$ cat config.mk
export PLATFORM = sky130hd
export DESIGN_NAME = spislave
export DESIGN_NICKNAME = d
export VERILOG_FILES = /design/src/rtl/spislave.sv
export SDC_FILE = /design/constraint.sdc
export NUM_CORES = 1
export LEC_CHECK = 0
export CAP_MARGIN = 20
export CORE_ASPECT_RATIO = 2
export CORE_MARGIN = 5
export CORE_UTILIZATION = 45
export CTS_CLUSTER_SIZE = 30
export DETAILED_ROUTE_END_ITERATION = 16
export PLACE_DENSITY_LB_ADDON = 0.1
export SYNTH_ARGS = -nofsm -noshare
export SYNTH_HDL_FRONTEND = slang
export SYNTH_SLANG_ARGS = --single-unit
export TNS_END_PERCENT = 10
$ cat constraint.sdc
create_clock -name clk -period 2.3 [get_ports clk]
set_input_delay 0.69 -clock clk [delete_from_list [all_inputs] [get_ports clk]]
set_output_delay 0.69 -clock clk [all_outputs]
set_load 0.01 [all_outputs]
$ cat src/rtl/spislave.sv
`timescale 1ns/1ps
`default_nettype none
// ============================================================================
//  Module      : spislave
//  Description : SPI mode-0 target with CPU register interface; external
//                sck/mosi/ss_n are oversampled in the clk domain.
//  Revision    : 1.0  initial release
// ============================================================================
module spislave #(
    parameter logic [15:0] IDLE_TX = 16'hFFFF
) (
    input  logic       clk,
    input  logic       rst,
    input  logic [2:0] AD,
    input  logic [7:0] DI,
    output logic [7:0] DO,
    input  logic       rw,
    input  logic       cs,
    output logic       irq,
    input  logic       sck,
    input  logic       mosi,
    input  logic       ss_n,
    output logic       miso,
    output logic       miso_oe
);

    logic        r_sck_s1, r_sck_s2, r_sck_p;
    logic        r_mosi_s1, r_mosi_s2;
    logic        r_ss_s1, r_ss_s2, r_ss_p;
    logic [15:0] r_tx_buf, r_shift, r_rx_shift, r_rx_data;
    logic [4:0]  r_bitcnt;
    logic        r_word_done, r_miso, r_txe, r_rxf, r_ovr, r_b16, r_ie;
    logic [7:0]  r_do;

    logic        w_sel, w_ss_fall, w_ss_rise, w_sck_rise, w_sck_fall;
    logic        w_load, w_shift, w_bit, w_done;
    logic        w_wr, w_rd, w_wr_hi, w_wr_lo, w_wr_ctl, w_rd_lo;
    logic [15:0] w_load_word, w_shift_word, w_rx_word;
    logic [7:0]  w_status;

    assign w_sel      = ~r_ss_s2;
    assign w_ss_fall  = r_ss_p & ~r_ss_s2;
    assign w_ss_rise  = ~r_ss_p & r_ss_s2;
    assign w_sck_rise = r_sck_s2 & ~r_sck_p & w_sel;
    assign w_sck_fall = ~r_sck_s2 & r_sck_p & w_sel;

    // The trailing fall of a finished word already fetches the next TX word.
    assign w_load  = w_ss_fall | (w_sck_fall & r_word_done);
    assign w_shift = w_sck_fall & ~r_word_done & (r_bitcnt != 5'd0);
    assign w_bit   = w_sck_rise & (r_bitcnt != 5'd0);
    assign w_done  = w_bit & (r_bitcnt == 5'd1);

    assign w_load_word  = r_txe ? IDLE_TX : r_tx_buf;
    assign w_shift_word = {r_shift[14:0], 1'b1};
    assign w_rx_word    = {r_rx_shift[14:0], r_mosi_s2};

    assign w_wr     = cs & ~rw & ~AD[2];
    assign w_rd     = cs & rw;
    assign w_wr_hi  = w_wr & (AD[1:0] == 2'd0);
    assign w_wr_lo  = w_wr & (AD[1:0] == 2'd1);
    assign w_wr_ctl = w_wr & (AD[1:0] == 2'd2);
    assign w_rd_lo  = w_rd & (AD == 3'd1);
    assign w_status = {r_rxf, r_txe, r_ovr, w_sel, r_b16, 2'b00, r_ie};

    always_ff @(posedge clk) begin
        if (rst) begin
            r_sck_s1    <= 1'b0;
            r_sck_s2    <= 1'b0;
            r_sck_p     <= 1'b0;
            r_mosi_s1   <= 1'b1;
            r_mosi_s2   <= 1'b1;
            r_ss_s1     <= 1'b1;
            r_ss_s2     <= 1'b1;
            r_ss_p      <= 1'b1;
            r_tx_buf    <= IDLE_TX;
            r_shift     <= 16'hFFFF;
            r_rx_shift  <= 16'hFFFF;
            r_rx_data   <= 16'hFFFF;
            r_bitcnt    <= 5'd0;
            r_word_done <= 1'b0;
            r_miso      <= 1'b1;
            r_txe       <= 1'b1;
            r_rxf       <= 1'b0;
            r_ovr       <= 1'b0;
            r_b16       <= 1'b0;
            r_ie        <= 1'b0;
            r_do        <= 8'h00;
        end else begin
            r_sck_s1  <= sck;
            r_sck_s2  <= r_sck_s1;
            r_sck_p   <= r_sck_s2;
            r_mosi_s1 <= mosi;
            r_mosi_s2 <= r_mosi_s1;
            r_ss_s1   <= ss_n;
            r_ss_s2   <= r_ss_s1;
            r_ss_p    <= r_ss_s2;

            if (w_ss_rise) begin
                r_bitcnt    <= 5'd0;
                r_word_done <= 1'b0;
                r_miso      <= 1'b1;
                r_shift     <= 16'hFFFF;
            end else if (w_load) begin
                r_shift     <= w_load_word;
                r_miso      <= r_b16 ? w_load_word[15] : w_load_word[7];
                r_bitcnt    <= r_b16 ? 5'd16 : 5'd8;
                r_word_done <= 1'b0;
            end else if (w_bit) begin
                r_rx_shift <= w_rx_word;
                r_bitcnt   <= r_bitcnt - 5'd1;
                if (w_done) begin
                    r_word_done <= 1'b1;
                    r_rx_data   <= r_b16 ? w_rx_word : {8'h00, w_rx_word[7:0]};
                end
            end else if (w_shift) begin
                r_shift <= w_shift_word;
                r_miso  <= r_b16 ? w_shift_word[15] : w_shift_word[7];
            end

            if (w_wr_hi) r_tx_buf[15:8] <= DI;
            if (w_wr_lo) r_tx_buf[7:0]  <= DI;

            // A commit on a load cycle stays queued for the next word.
            if (w_wr_lo)     r_txe <= 1'b0;
            else if (w_load) r_txe <= 1'b1;

            if (w_done)       r_rxf <= 1'b1;
            else if (w_rd_lo) r_rxf <= 1'b0;

            if (w_done && r_rxf)         r_ovr <= 1'b1;
            else if (w_wr_ctl && DI[5])  r_ovr <= 1'b0;

            if (w_wr_ctl) begin
                r_ie <= DI[0];
                if (!w_sel) r_b16 <= DI[4];
            end

            if (w_rd) begin
                if (AD[2]) begin
                    r_do <= 8'h00;
                end else begin
                    case (AD[1:0])
                        2'd0:    r_do <= r_rx_data[15:8];
                        2'd1:    r_do <= r_rx_data[7:0];
                        2'd2:    r_do <= w_status;
                        default: r_do <= 8'h00;
                    endcase
                end
            end
        end
    end

    assign DO      = r_do;
    assign irq     = r_ie & (r_rxf | r_ovr);
    assign miso    = r_miso;
    assign miso_oe = w_sel;

endmodule
`default_nettype wire
Yosys cells after proc, flatten, opt, wreduce, memory -nomap -nowiden
Cells that the tools add are included.
- logic and storage cells: 95
- flip-flop bits (word level): 90
- bits of input ports: 18
- reduce and logical (&&, ||, !) cells: 16
- add/sub/neg operators: 1
- muxes and demuxes: 21
- bitwise logic cells: 30
- eq/ne operators: 5
- operators by type and width (kind ; count):
    15-bit 2-to-1 mux ; 3
    16-bit 2-to-1 mux ; 2
    8-bit case mux with 3 select lines ; 1
    1-bit bitwise AND ; 19
    5-bit 2-to-1 mux ; 3
    1-bit 2-to-1 mux ; 11
    2-bit nonzero test ; 5
    1-bit inverter ; 9
    8-bit 2-to-1 mux ; 1
    2-bit AND reduction ; 3
    5-bit by 1-bit == test with 1-bit output (second input constant) ; 1
    5-bit nonzero test ; 1
    5-bit by 1-bit subtractor with 5-bit output (second input constant) ; 1
    4-bit AND reduction ; 1
    3-bit by 1-bit == test with 1-bit output (second input constant) ; 1
    3-bit AND reduction ; 1
    3-bit OR reduction ; 1
    2-bit by 1-bit == test with 1-bit output (second input constant) ; 1
    2-bit == test (second input constant) ; 1
    1-bit logical AND ; 2
    2-bit zero test ; 1
    2-bit inequality test (second input constant) ; 1
    1-bit bitwise OR ; 2
    2-bit OR reduction ; 1

Depth between registers and ports, before layout
- word-level depth: 8
- mapped depth: 8

Worst setup path after synthesis
No wires, ideal clock.
- path type: register to register
- start: register r_bitcnt[0]
- end: register r_rx_shift[10]
- arrival: 1.937 ns
- stages on the path, launching flop included: 8
- path slack: 0.243 ns
- period minus slack after synthesis: 2.057 ns
- required time: 2.180 ns
- cell sequence: dfxtp_1 inv_1 ha_1 nor4b_1 nor3_1 buf_2 buf_2 a211o_1
- cells in the longest elaborated chain, start to end: 3
- ends and longest elaborated chain (item ; RTL line ; source):
    start, declared ; 31 ; logic [4:0] r_bitcnt;
    start signal, assigned ; 106 ; r_bitcnt <= r_b16 ? 5'd16 : 5'd8;
    start signal, assigned ; 110 ; r_bitcnt <= r_bitcnt - 5'd1;
    5-bit nonzero test ; 50 ; assign w_bit = w_sck_rise & (r_bitcnt != 5'd0);
    1-bit bitwise AND ; 50 ;
    3-bit AND reduction (no source line) ; n/a ;
    end signal, assigned ; 109 ; r_rx_shift <= w_rx_word;
    end, declared ; 30 ; logic [15:0] r_tx_buf, r_shift, r_rx_shift, r_rx_data;
No other way between the ends.
A chain may end at the register's enable or synchronous reset.

Final worst setup path
- start: register r_rxf
- end: output port irq
- cells in the longest elaborated chain, start to end: 2
- ends and longest elaborated chain (item ; RTL line ; source):
    start, declared ; 32 ; logic r_word_done, r_miso, r_txe, r_rxf, r_ovr, r_b16, r_ie;
    start signal, assigned ; 83 ; r_rxf <= 1'b0;
    start signal, assigned ; 127 ; if (w_done) r_rxf <= 1'b1;
    start signal, assigned ; 128 ; else if (w_rd_lo) r_rxf <= 1'b0;
    1-bit bitwise OR ; 154 ; assign irq = r_ie & (r_rxf | r_ovr);
    1-bit bitwise AND ; 154 ;
    end, declared ; 19 ; output logic irq,
No other way between the ends.

==> out/results.ini <==
[run_status]
outcome=finished, final reports clean

[cells_and_area]
drive_gt1_share_pct=10.9
fill_cells=789
n_antenna_cell=0
syn_to_final_growth_pct=20.4
nets=463
final_common_cell=dfxtp_1
final_cell_mix=90 x dfxtp_1, 57 x nand2_1, 30 x nand3_1, 27 x clkdlybuf4s50_1, 25 x nand3b_1
utilization_pct=54.6

[clock_network]
clockRootBuffer=clkbuf_16
cts_buffer_depth=2
tritoncts=done
clkTransAtPathRegs_ns=0.06
clkSinkCount=90
cts_buffers=9
post_cts_buffers=0
insertion_delay_ns=0.34
cts_htree_levels=3
postCtsHoldBufs=0
cts_resized=0

[timing]
relSlewSlack_pct=61.5
fin_worst_skew_ns=0.00434
finalSetupViolCount=0
final-hold-violation-count=0
rsz0062_at_grt=no
finalSetupTns_ns=0
fin_crit_sh_pct=90.7
drv_slew=0
period_minus_slack_ns=2.09
worst_pin_slew_ns=0.577
fmax_mhz=479

[logic_synthesis]
synthArstFlopShare_pct=0
syn_area_mm2=0.00370
avgSynthCellArea_um2=8.95
synthCells=414
synth_ff_type=dfxtp_1
yosysWarnings=0
ys_types=43
synth_seq_cells=90
synth_seq_area_share_pct=48.6
synth_edf_count=0
syn_nets=434

[die]
coreArea_mm2=0.00817
start_util_pct=45.3
die_w_um=74.2
ioPinCount=29
die_h_um=138
dieArea_mm2=0.0103
fp-row-count=47

[placement]
gp_congestion=0.796
portBuffers=28
hpwlAfterDp_mm=6.47

[global_route]
grt_pass1_vias=2857
grt_start_max_net_pins=34
grt_use_total_pct=18.2
antenna_found_initial=0
overflow=0
grt_pass1_wl_mm=14.3

[route]
ant_nets=0
wire_per_inst_um=16.1
vias_per_cell=5.48
drt_iter0_markers=179
num_vias=2990
drc=0
routed_wl_mm=8.80
firstDrtPassIters=4

[power_and_ir_drop]
vdd_drop_max_mv=0.589
p_per_area_mw_per_mm2=739
p_leak_nw=1.74
power.total_mw=3.30

[worst_setup_path]
cp.arrival_ns=1.40
cp_cell_sequence=o21a_1 -> clkdlybuf4s50_1
max_stage_delay_ns=0.54
path_class=reg2out
cp-start-kind=flip-flop
critPathSlowestCell=clkdlybuf4s50_1
crit_required_ns=1.61
path_max_fanout=4
cp-end-kind=output pin

[hold_path]
hold_path.class=reg2reg

[run]
drv_cap=0

[metrics by stage]
step / instance area, um^2 / hold slack, ns / worst slack [ns] / cells
after CTS: 4460 / 0.414 / 0.200 / 546
after detailed placement: 4160 / 0.399 / 0.0773 / 530
final: 4460 / 0.409 / 0.213 / 546
after global placement: 4160 / 0.396 / 0.113 / 530
after floorplan: 3700 / 0.389 / 0.243 / 414
after global routing: 4460 / 0.426 / 0.135 / 546
[worst paths after layout]
path / from / end / slack (ns) / cells past startpoint
hold reg to reg: r_ss_s1$_SDFF_PP1_ / r_ss_s2$_SDFF_PP1_ / 0.41 / 1
setup reg to reg: r_bitcnt[0]$_SDFFE_PP0P_ / r_rx_data[13]$_SDFFE_PP1P_ / 0.22 / 4
hold / removal: r_ss_s1$_SDFF_PP1_ / r_ss_s2$_SDFF_PP1_ / 0.41 / 1
setup / recovery: r_rxf$_SDFFE_PP0P_ / irq / 0.21 / 2
[critical path, delay by kind of cell (launching register included)]
kind	cells	cell delay, ns
compound gates	1	0.15
buf+inv	1	0.54
flops	1	0.38
[cell type report]
cell class | instances | area (um^2) | area share (%)
Timing Repair Buffer | 50 | 465 | 10.4
Tap cell | 98 | 123 | 2.75
Clock buffer | 12 | 256 | 5.75
Inverter | 4 | 15.0 | 0.337
Clock inverter | 4 | 50.0 | 1.12
Sequential cell | 90 | 1800 | 40.4
Multi-Input combinational cell | 288 | 1750 | 39.2
[sequential cells by signal, summed over array words and instances, names as in the netlist, 5 cells and up]
| register | count |
|---|---|
| r_bitcnt | 5 |
| r_rx_data | 16 |
| r_rx_shift | 15 |
| r_shift | 15 |
| r_tx_buf | 16 |
| DO | 8 |
[cell usage after synthesis, types with 6 or more instances]
cell type | number | area, um^2
dfxtp_1 | 90 | 1800
nand2_1 | 57 | 214
nand3_1 | 30 | 150
nand3b_1 | 25 | 188
a211o_1 | 24 | 210
clkbuf_1 | 22 | 82.6
nor2b_1 | 21 | 131
nand4_1 | 19 | 119
nor2_1 | 18 | 67.6
o21ai_0 | 18 | 90.1
and3_1 | 8 | 50.1
nor3_1 | 8 | 40.0
mux2i_1 | 7 | 70.1
a22oi_1 | 6 | 45.0
[power by group]
part,internal [mW],switching [mW]
clock,0.899,0.590
sequential,1.59,0.0197
combinational,0.0976,0.101
[cells by family (layout without fill, tap and decap cells)]
kind of cell | count (synthesis) | count (layout) | share of synthesized area, %
adders and majority gates | 2 | 2 | 0.675
xor gates and xnor gates | 2 | 2 | 0.473
AOI/OAI and AO/OA | 67 | 67 | 13.0
buffers and inverters | 36 | 70 | 4.42
and+or+nand+nor | 209 | 209 | 30.6
DFF | 90 | 90 | 48.6
muxes | 8 | 8 | 2.20
[metal layers]
layer / up-vias / GRT usage, % / wire length [um]
met5: - / 0 / 0
met4: 0 / 6.59 / 119
met3: 6 / 4.14 / 199
met2: 28 / 34.0 / 5070
met1: 1422 / 18.6 / 3410
li1: 1534 / - / -
Note: power is estimated with default switching activity, not from simulation.
